### config.mk
export PLATFORM = sky130hd
export DESIGN_NAME = dvi_decoder_align
export DESIGN_NICKNAME = d
export VERILOG_FILES = /design/src/rtl/dvi_decoder_align.sv
export SDC_FILE = /design/constraint.sdc
export NUM_CORES = 1
export LEC_CHECK = 0
export ABC_AREA = 1
export BUFFER_PORTS_ARGS = -buffer_cell sky130_fd_sc_hd__buf_4
export CORE_MARGIN = 10
export CORE_UTILIZATION = 45
export DETAILED_ROUTE_END_ITERATION = 8
export PLACE_DENSITY = 0.65
export SKIP_CTS_REPAIR_TIMING = 1
export SLEW_MARGIN = 30
export SYNTH_ARGS = -nofsm -noshare
export SYNTH_HDL_FRONTEND = slang
export SYNTH_SLANG_ARGS = --single-unit
### constraint.sdc
create_clock -name pclk_i -period 2.7 [get_ports pclk_i]
set_clock_uncertainty 0.2 [all_clocks]
set_input_delay 0.27 -clock pclk_i [delete_from_list [all_inputs] [get_ports pclk_i]]
set_output_delay 0.27 -clock pclk_i [all_outputs]
set_load 0.02 [all_outputs]
### src/rtl/dvi_decoder_align.sv
// dvi_decoder_align: per-channel TMDS word aligner and 10b->8b decoder for the DVI receiver.
// Optional lock-loss counter (err_cnt_o) is built only when DVI_DECODER_ERRCNT_EN is defined.
module dvi_decoder_align #(
  parameter int CTRL_RUN       = 8,
  parameter int SEARCH_TIMEOUT = 4096,
  parameter int SLIP_SETTLE    = 4,
  parameter int LOCK_TIMEOUT   = 65536
) (
  input  logic        pclk_i,
  input  logic        reset_i,
  input  logic [9:0]  din_i,
  output logic        bitslip_o,
  output logic        locked_o,
  output logic [7:0]  dout_o,
  output logic        c0_o,
  output logic        c1_o,
  output logic        de_o
`ifdef DVI_DECODER_ERRCNT_EN
  ,
  output logic [15:0] err_cnt_o
`endif
);

  localparam int TMAX = (LOCK_TIMEOUT > SEARCH_TIMEOUT) ? LOCK_TIMEOUT : SEARCH_TIMEOUT;
  localparam int TW   = $clog2(TMAX + 1);
  localparam int RW   = $clog2(CTRL_RUN + 1);

  localparam logic [TW-1:0] SEARCH_LAST = TW'(SEARCH_TIMEOUT - 1);
  localparam logic [TW-1:0] LOCK_LAST   = TW'(LOCK_TIMEOUT - 1);
  localparam logic [TW-1:0] SETTLE_LAST = TW'(SLIP_SETTLE - 1);
  localparam logic [RW-1:0] RUN_MAX     = RW'(CTRL_RUN);

  localparam logic [9:0] TOK_00 = 10'b1101010100;
  localparam logic [9:0] TOK_01 = 10'b0010101011;
  localparam logic [9:0] TOK_10 = 10'b0101010100;
  localparam logic [9:0] TOK_11 = 10'b1010101011;

  typedef enum logic [1:0] {
    ST_SEARCH = 2'd0,
    ST_SLIP   = 2'd1,
    ST_SETTLE = 2'd2,
    ST_LOCKED = 2'd3
  } state_t;

  // Undo the transition-minimising stage of the TMDS encoder.
  function automatic logic [7:0] tmds_decode(input logic [9:0] q);
    logic [7:0] m;
    logic [7:0] d;
    m    = q[9] ? ~q[7:0] : q[7:0];
    d[0] = m[0];
    for (int i = 1; i < 8; i++) begin
      d[i] = q[8] ? (m[i] ^ m[i-1]) : ~(m[i] ^ m[i-1]);
    end
    return d;
  endfunction

  logic [9:0]    din_q;
  logic          tok_hit_q, tok_hit_d;
  logic [1:0]    tok_cc_q, tok_cc_d;
  logic [RW-1:0] run_cnt_q, run_cnt_d;
  logic          run_ok_s;
  state_t        state_q;
  logic [TW-1:0] timer_q;
  logic [3:0]    slip_cnt_q;
  logic          bitslip_q, locked_q;
  logic [7:0]    dout_q, dout_d;
  logic          c0_q, c0_d, c1_q, c1_d, de_q, de_d;
`ifdef DVI_DECODER_ERRCNT_EN
  logic [15:0]   err_cnt_q;
`endif

  always_comb begin
    tok_hit_d = 1'b1;
    tok_cc_d  = 2'b00;
    case (din_i)
      TOK_00:  tok_cc_d = 2'b00;
      TOK_01:  tok_cc_d = 2'b01;
      TOK_10:  tok_cc_d = 2'b10;
      TOK_11:  tok_cc_d = 2'b11;
      default: tok_hit_d = 1'b0;
    endcase
  end

  always_ff @(posedge pclk_i or posedge reset_i) begin
    if (reset_i) begin
      din_q     <= 10'd0;
      tok_hit_q <= 1'b0;
      tok_cc_q  <= 2'b00;
    end else begin
      din_q     <= din_i;
      tok_hit_q <= tok_hit_d;
      tok_cc_q  <= tok_cc_d;
    end
  end

  // Token run length; run_ok fires on the cycle the run reaches (or stays at) CTRL_RUN.
  always_comb begin
    run_cnt_d = '0;
    if (state_q == ST_SETTLE) begin
      run_cnt_d = '0;
    end else if (tok_hit_q) begin
      run_cnt_d = (run_cnt_q == RUN_MAX) ? RUN_MAX : run_cnt_q + RW'(1);
    end else begin
      run_cnt_d = '0;
    end
  end

  assign run_ok_s = (run_cnt_d == RUN_MAX);

  always_ff @(posedge pclk_i or posedge reset_i) begin
    if (reset_i) begin
      run_cnt_q <= '0;
    end else begin
      run_cnt_q <= run_cnt_d;
    end
  end

  // Alignment FSM; bitslip and locked are registered alongside the state.
  always_ff @(posedge pclk_i or posedge reset_i) begin
    if (reset_i) begin
      state_q    <= ST_SEARCH;
      timer_q    <= '0;
      slip_cnt_q <= 4'd0;
      bitslip_q  <= 1'b0;
      locked_q   <= 1'b0;
`ifdef DVI_DECODER_ERRCNT_EN
      err_cnt_q  <= 16'd0;
`endif
    end else begin
      case (state_q)
        ST_SEARCH: begin
          if (run_ok_s) begin
            state_q  <= ST_LOCKED;
            locked_q <= 1'b1;
            timer_q  <= '0;
          end else if (timer_q == SEARCH_LAST) begin
            state_q   <= ST_SLIP;
            bitslip_q <= 1'b1;
            timer_q   <= '0;
          end else begin
            timer_q <= timer_q + TW'(1);
          end
        end
        ST_SLIP: begin
          state_q    <= ST_SETTLE;
          bitslip_q  <= 1'b0;
          timer_q    <= '0;
          slip_cnt_q <= (slip_cnt_q == 4'd9) ? 4'd0 : slip_cnt_q + 4'd1;
        end
        ST_SETTLE: begin
          if (timer_q == SETTLE_LAST) begin
            state_q <= ST_SEARCH;
            timer_q <= '0;
          end else begin
            timer_q <= timer_q + TW'(1);
          end
        end
        ST_LOCKED: begin
          if (run_ok_s) begin
            timer_q <= '0;
          end else if (timer_q == LOCK_LAST) begin
            state_q  <= ST_SEARCH;
            locked_q <= 1'b0;
            timer_q  <= '0;
`ifdef DVI_DECODER_ERRCNT_EN
            if (err_cnt_q != 16'hFFFF) begin
              err_cnt_q <= err_cnt_q + 16'd1;
            end else begin
              err_cnt_q <= err_cnt_q;
            end
`endif
          end else begin
            timer_q <= timer_q + TW'(1);
          end
        end
        default: begin
          state_q   <= ST_SEARCH;
          timer_q   <= '0;
          bitslip_q <= 1'b0;
          locked_q  <= 1'b0;
        end
      endcase
    end
  end

  // S2 output values; everything is forced to zero until alignment is declared.
  always_comb begin
    dout_d = 8'd0;
    de_d   = 1'b0;
    c0_d   = 1'b0;
    c1_d   = 1'b0;
    if (!locked_q) begin
      dout_d = 8'd0;
      de_d   = 1'b0;
    end else if (tok_hit_q) begin
      dout_d = 8'd0;
      de_d   = 1'b0;
      c0_d   = tok_cc_q[0];
      c1_d   = tok_cc_q[1];
    end else begin
      dout_d = tmds_decode(din_q);
      de_d   = 1'b1;
      c0_d   = c0_q;
      c1_d   = c1_q;
    end
  end

  always_ff @(posedge pclk_i or posedge reset_i) begin
    if (reset_i) begin
      dout_q <= 8'd0;
      de_q   <= 1'b0;
      c0_q   <= 1'b0;
      c1_q   <= 1'b0;
    end else begin
      dout_q <= dout_d;
      de_q   <= de_d;
      c0_q   <= c0_d;
      c1_q   <= c1_d;
    end
  end

  assign bitslip_o = bitslip_q;
  assign locked_o  = locked_q;
  assign dout_o    = dout_q;
  assign de_o      = de_q;
  assign c0_o      = c0_q;
  assign c1_o      = c1_q;
`ifdef DVI_DECODER_ERRCNT_EN
  assign err_cnt_o = err_cnt_q;
`endif

endmodule

======== Word level (Yosys, flattened, before mapping) ========
Cells that the tools add are included.
storage, ports and cells
  register bits ........................... 49
  latch bits .............................. 0
  bits in writable memories ............... 0
  bits in read-only memories .............. 0
  input port bits ......................... 12
  output and inout bits ................... 13
  word-level logic and storage cells ...... 96
  memories ................................ 0
operators by class
  add/subtract/negate cells ............... 2
  $mul .................................... 0
  div/mod/pow operators ................... 0
  order comparisons ....................... 0
  equal/unequal tests ..................... 20
  shift operators ......................... 0
  mux-type cells .......................... 40
  bitwise operators ....................... 15
  reduce and logical (&&, ||, !) cells .... 7
operators with widths
  kind                     count
  $mux W17                 5
  $pmux W17 S4             1
  $mux W8                  3
  $eq A10 B10 Y1 const B   2
  $mux W1                  19
  $add A17 B1 Y17 const B  1
  $eq A17 B12 Y1 const B   1
  $eq A17 B16 Y1 const B   1
  $eq A17 B2 Y1 const B    1
  $mux W4                  3
  $ne A2 B2 Y1 const B     6
  $eq A10 B8 Y1 const B    1
  $eq A10 B9 Y1 const B    1
  $mux W2                  5
  $eq A4 B4 Y1 const B     2
  $not A8 Y8               1
  $pmux W2 S4              1
  $reduce_and A4 Y1        2
  $not A1 Y1               7
  $xor A1 B1 Y1            7
  $pmux W2 S3              1
  $add A4 B1 Y4 const B    1
  $eq A2 B2 Y1 const B     2
  $pmux W1 S2              2
  7 further kinds          8

======== Depth between registers and ports, before layout ========
  word-level depth ........................ 7
  depth in mapped cells ................... 14
  mapped depth without buffers ............ 14

======== Least setup slack after synthesis ========
No wires, ideal clock.
  kind .................................... reg2reg
  from .................................... register timer_q[0]
  to ...................................... register timer_q[0]
  data arrival time ....................... 1.813 ns
  data required time ...................... 2.418 ns
  path slack .............................. 0.605 ns
  stages on the path, launching flop included .. 13
  path through ............................ dfrtp_1 ha_1 nand2_1 nor2_1 nand2_1 nor3_1 nand2_1 inv_1 ha_1 nor2_1 nand2_4 buf_6 a31oi_1
on the way
  cells in the longest elaborated chain, start to end .. 4
RTL lines
  item                                     RTL line       text
  start, declared                          63             logic [TW-1:0] timer_q;
  start signal, assigned                   141            timer_q <= timer_q + TW'(1);
  start signal, assigned                   155            timer_q <= timer_q + TW'(1);
  start signal, assigned                   173            timer_q <= timer_q + TW'(1);
  $add A17 B1 Y17 (tied with other cells)  141, 155, 173
  $mux W17 (on tied branches)              161, 136
  $mux W17 (on tied branches)              159, 132
  $pmux W17 S4 (*)                         130            case (state_q)
Every way passes the cells marked *; elsewhere a longest branch is shown, timed or not.
A chain may end at the register's enable or synchronous reset.

======== Worst setup path in the final report ========
  from .................................... register timer_q[0]
  to ...................................... register timer_q[12]
Same word-level chain as after synthesis.

==> flow_summary_export.csv <==
group,metric,value,unit
grt,grt_pass1_vias,1748,
synth,yosys_warnings,0,
timing,hold_violations,0,
setup_path,critical_path_required,2.72,ns
power,pwr-share-seq,59.5,%
synth,synth_compound_area_share,6.355,%
clocking,cts_buffers,5,
power,peakVddDrop,223.9,uV
timing,min_period_over_period,84.53,%
grt,grt_max_degree,22,
routing,vias_per_cell,4.767,
status,status,"complete, no violations",
synth,synth_fa_ha_area_share,2.626,%
setup_path,critPathArrivalTime,2.30,ns
timing,max_freq,0.4381,GHz
clocking,clk_latency,0.31,ns
synth,syn_inst,265,
setup_path,path_class,"reg2reg",
setup_path,worst-r2r-setup-slack,0.42,ns
floorplanning,chipWidth,92.76,microns
synth,ys_seq_area_share,51.47,%
power,p_comb_share,5.5,%
clocking,cts_buffer_depth,2,
clocking,cts_sinks,49,
grt,grt_overflow,0,
setup_path,cp_max_fo,16,
setup_path,slowest_stage,"dfrtp_1",
synth,synthMuxAreaShare,0.4727,%
placement,io_buffers,24,
timing,maxSlewHeadroom,59.08,%
floorplanning,io_pins,25,
clocking,htreeDepth,2,
finish,nNetsFinal,323,
synth,synth_xor_area_share,7.721,%
timing,drv_slew,0,
placement,place_hpwl,3256,microns
floorplanning,initial_core_util,46.64,%
timing,layout_min_cycle_time,2.282,ns
routing,drt_wl_total,4582,microns
floorplanning,design.core.area,5107,sq um
synth,postSynthAreaPerCell,8.990,sq um
timing,final.setup.tns,0,ns
routing,antenna_left,0,
power,p_sw,0.0002960,W
power,p_int,0.0009589,W
setup_path,crit_path_start_kind,"flop",
synth,synth.distinct_cells,29,
routing,vias,1797,
clocking,cts_tree,"yes",
floorplanning,die_area,8604,sq um
synth,synth_top_family_by_area,"simple AND/OR/NAND/NOR gates",
synth,syn_nets,282,
timing,rsz0062_at_grt,"no",
job,cap_violations,0,
routing,avgRoutedWirePerCell,12.15,microns
routing,drt_iter0_markers,74,
finish,synthToLayoutAreaGrowth,19.17,%
finish,n_fill_cell,458,
setup_path,crit_chain,"ha_1 > nand2_1 > nor2_1 > nand2_1 > nor3_1 > nand2_1 > inv_1 > ha_1 > nor2_1 > nand2_4 > a31oi_1",
grt,antenna_found_initial,0,
finish,diodes,0,
clocking,cts_root_buf,"clkbuf_8",
setup_path,crit_top_cell,"nand2_1",
synth,ys_ff_latch,49,
min_path,whs_path_depth,1,
grt,track_usage,11.23,%
power,switching_share,23.59,%
timing,tightest_slew,0.6123,ns
power,p_total,0.001255,W
setup_path,crit_path_end_kind,"flop",
timing,finalSetupViolCount,0,
clocking,cts.clk_slew.worst_paths,0.09,ns
min_path,min_path_type,"reg2reg",
grt,grt_pass1_wl,7914,microns
placement,globalplace.congestion,0.8408,
power,clockPowerShare,35.0,%
setup_path,cp_slowest_stage_delay,0.41,ns
synth,syn_area,2382,sq um
routing,firstDrtPassIters,4,
power,p_per_area,442.0,nW/um^2
floorplanning,fp-row-count,26,
finish,post_route_cells_drive_above_1_share,16.61,%
power,leakage,1.406,nW
routing,drc,0,
setup_path,rr_worst_depth,11,
floorplanning,dieHeight,92.76,microns
synth,synth-simple-area-share,24.74,%
[routing by layer]
metal,GRT usage (%),vias up,share of wire (%)
met2,17.64,33,47
met3,3.874,4,6.3
li1,-,933,-
met5,0,-,0
met1,13.79,827,46
met4,4.499,0,1.0
[layout by cell type (no fill, tap or decap), types with 2 or more instances in the layout]
cell type / synthesis / final
nand2_1: 52 / 52
dfrtp_1: 49 / 49
inv_1: 33 / 32
nor2_1: 32 / 32
buf_4: 0 / 26
nand3_1: 16 / 16
a31oi_1: 16 / 16
xor2_1: 16 / 16
dlygate4sd3_1: 0 / 11
nand4_1: 8 / 8
a21oi_1: 6 / 6
xnor2_1: 5 / 5
ha_1: 5 / 5
clkbuf_8: 0 / 5
nor2_2: 4 / 4
inv_2: 2 / 3
nor3_1: 2 / 2
nand2_4: 2 / 2
nand3b_1: 2 / 2
or2_2: 2 / 2
[critical path, delay by kind of cell, from the launching register on]
kind	cells	cell delay [ns]
flip-flops	1	0.41
AND/OR/NAND/NOR	7	0.88
buffers and inverters	1	0.05
adder cells (fa/ha/maj)	2	0.46
AO/OA/AOI/OAI	1	0.20
[stage by stage]
step | setup slack [ns] | std cells | hold WS [ns] | util (%) | instance area (sq um)
floorplan | 0.6048 | 265 | 0.1014 | - | 2382
global placement | 0.5319 | 358 | 0.03742 | 51.67 | 2639
detailed placement | 0.4379 | 358 | 0.03912 | 51.67 | 2639
CTS | 0.4290 | 366 | -0.3033 | 53.43 | 2729
global route | 0.2030 | 377 | 0.2629 | 55.59 | 2839
finish | 0.4176 | 377 | 0.2352 | 55.59 | 2839
[area by class of cell]
cell class                 count  area [sq um]  share of cell area [%]
clock inverter                 3         21.27                  0.7492
sequential                    49          1226                   43.19
multi-input combinational    178         998.5                   35.17
inverter                      35         131.4                   4.628
timing repair buffer          37         305.3                   10.75
tap                           70         87.58                   3.085
clock buffer                   5         68.82                   2.424
[logic make-up after synthesis]
group                    count (synthesis)
AND/OR/NAND/NOR                        126
flip-flops                              49
AO/OA/AOI/OAI                           25
adder cells (fa/ha/maj)                  5
buffers and inverters                   38
multiplexers                             1
XOR/XNOR                                21
[worst paths after layout]
path / endpoint / startpoint
max in group asynchronous: dout_o[2] / reset_i
min in group asynchronous: timer_q[4] / reset_i
max: timer_q[12] / timer_q[0]
min: dout_o[0] / din_q[9]
max reg2reg: timer_q[12] / timer_q[0]
min reg2reg: dout_o[0] / din_q[9]
[cells in the mapped netlist]
cell,number,area share (%)
nand3_4,1,0.74
clkbuf_1,1,0.16
nor4_1,1,0.26
nand3b_1,2,0.63
a31oi_1,16,4.2
nand3_2,1,0.42
nand4_1,8,2.1
nand2_1,52,8.2
mux2_2,1,0.47
inv_1,33,5.2
inv_2,2,0.32
ha_1,5,2.6
nor3_1,2,0.42
a21oi_1,6,1.3
nand3_1,16,3.4
xnor2_1,5,1.8
or2_2,2,0.53
nor3b_1,1,0.32
nor2_4,1,0.47
nand2_2,1,0.26
dfrtp_1,49,51
buf_6,2,0.95
nand2_4,2,0.95
o21ai_0,1,0.21
nor2_2,4,1.1
nor2_1,32,5.0
o21bai_1,1,0.32
a21oi_2,1,0.37
xor2_1,16,5.9
[flip-flops by register name, summed over array words and instances, names as in the netlist]
name,cells
dout_o,8
tok_hit_q,1
timer_q,17
tok_cc_q,2
din_q,10
c1_o,1
de_o,1
c0_o,1
state_q,2
run_cnt_q,4
locked_o,1
bitslip_o,1
[power groups by stage]
stage,Sequential (W),Combinational [W],Clock [W]
after floorplan,0.000760,0.0000316,0
after global placement,0.000761,0.0000559,0
after detailed placement,0.000761,0.0000575,0
after CTS,0.000747,0.0000576,0.000455
after global routing,0.000748,0.0000787,0.000492
final,0.000747,0.0000691,0.000439
No activity file was read; power rests on OpenSTA's default activity.
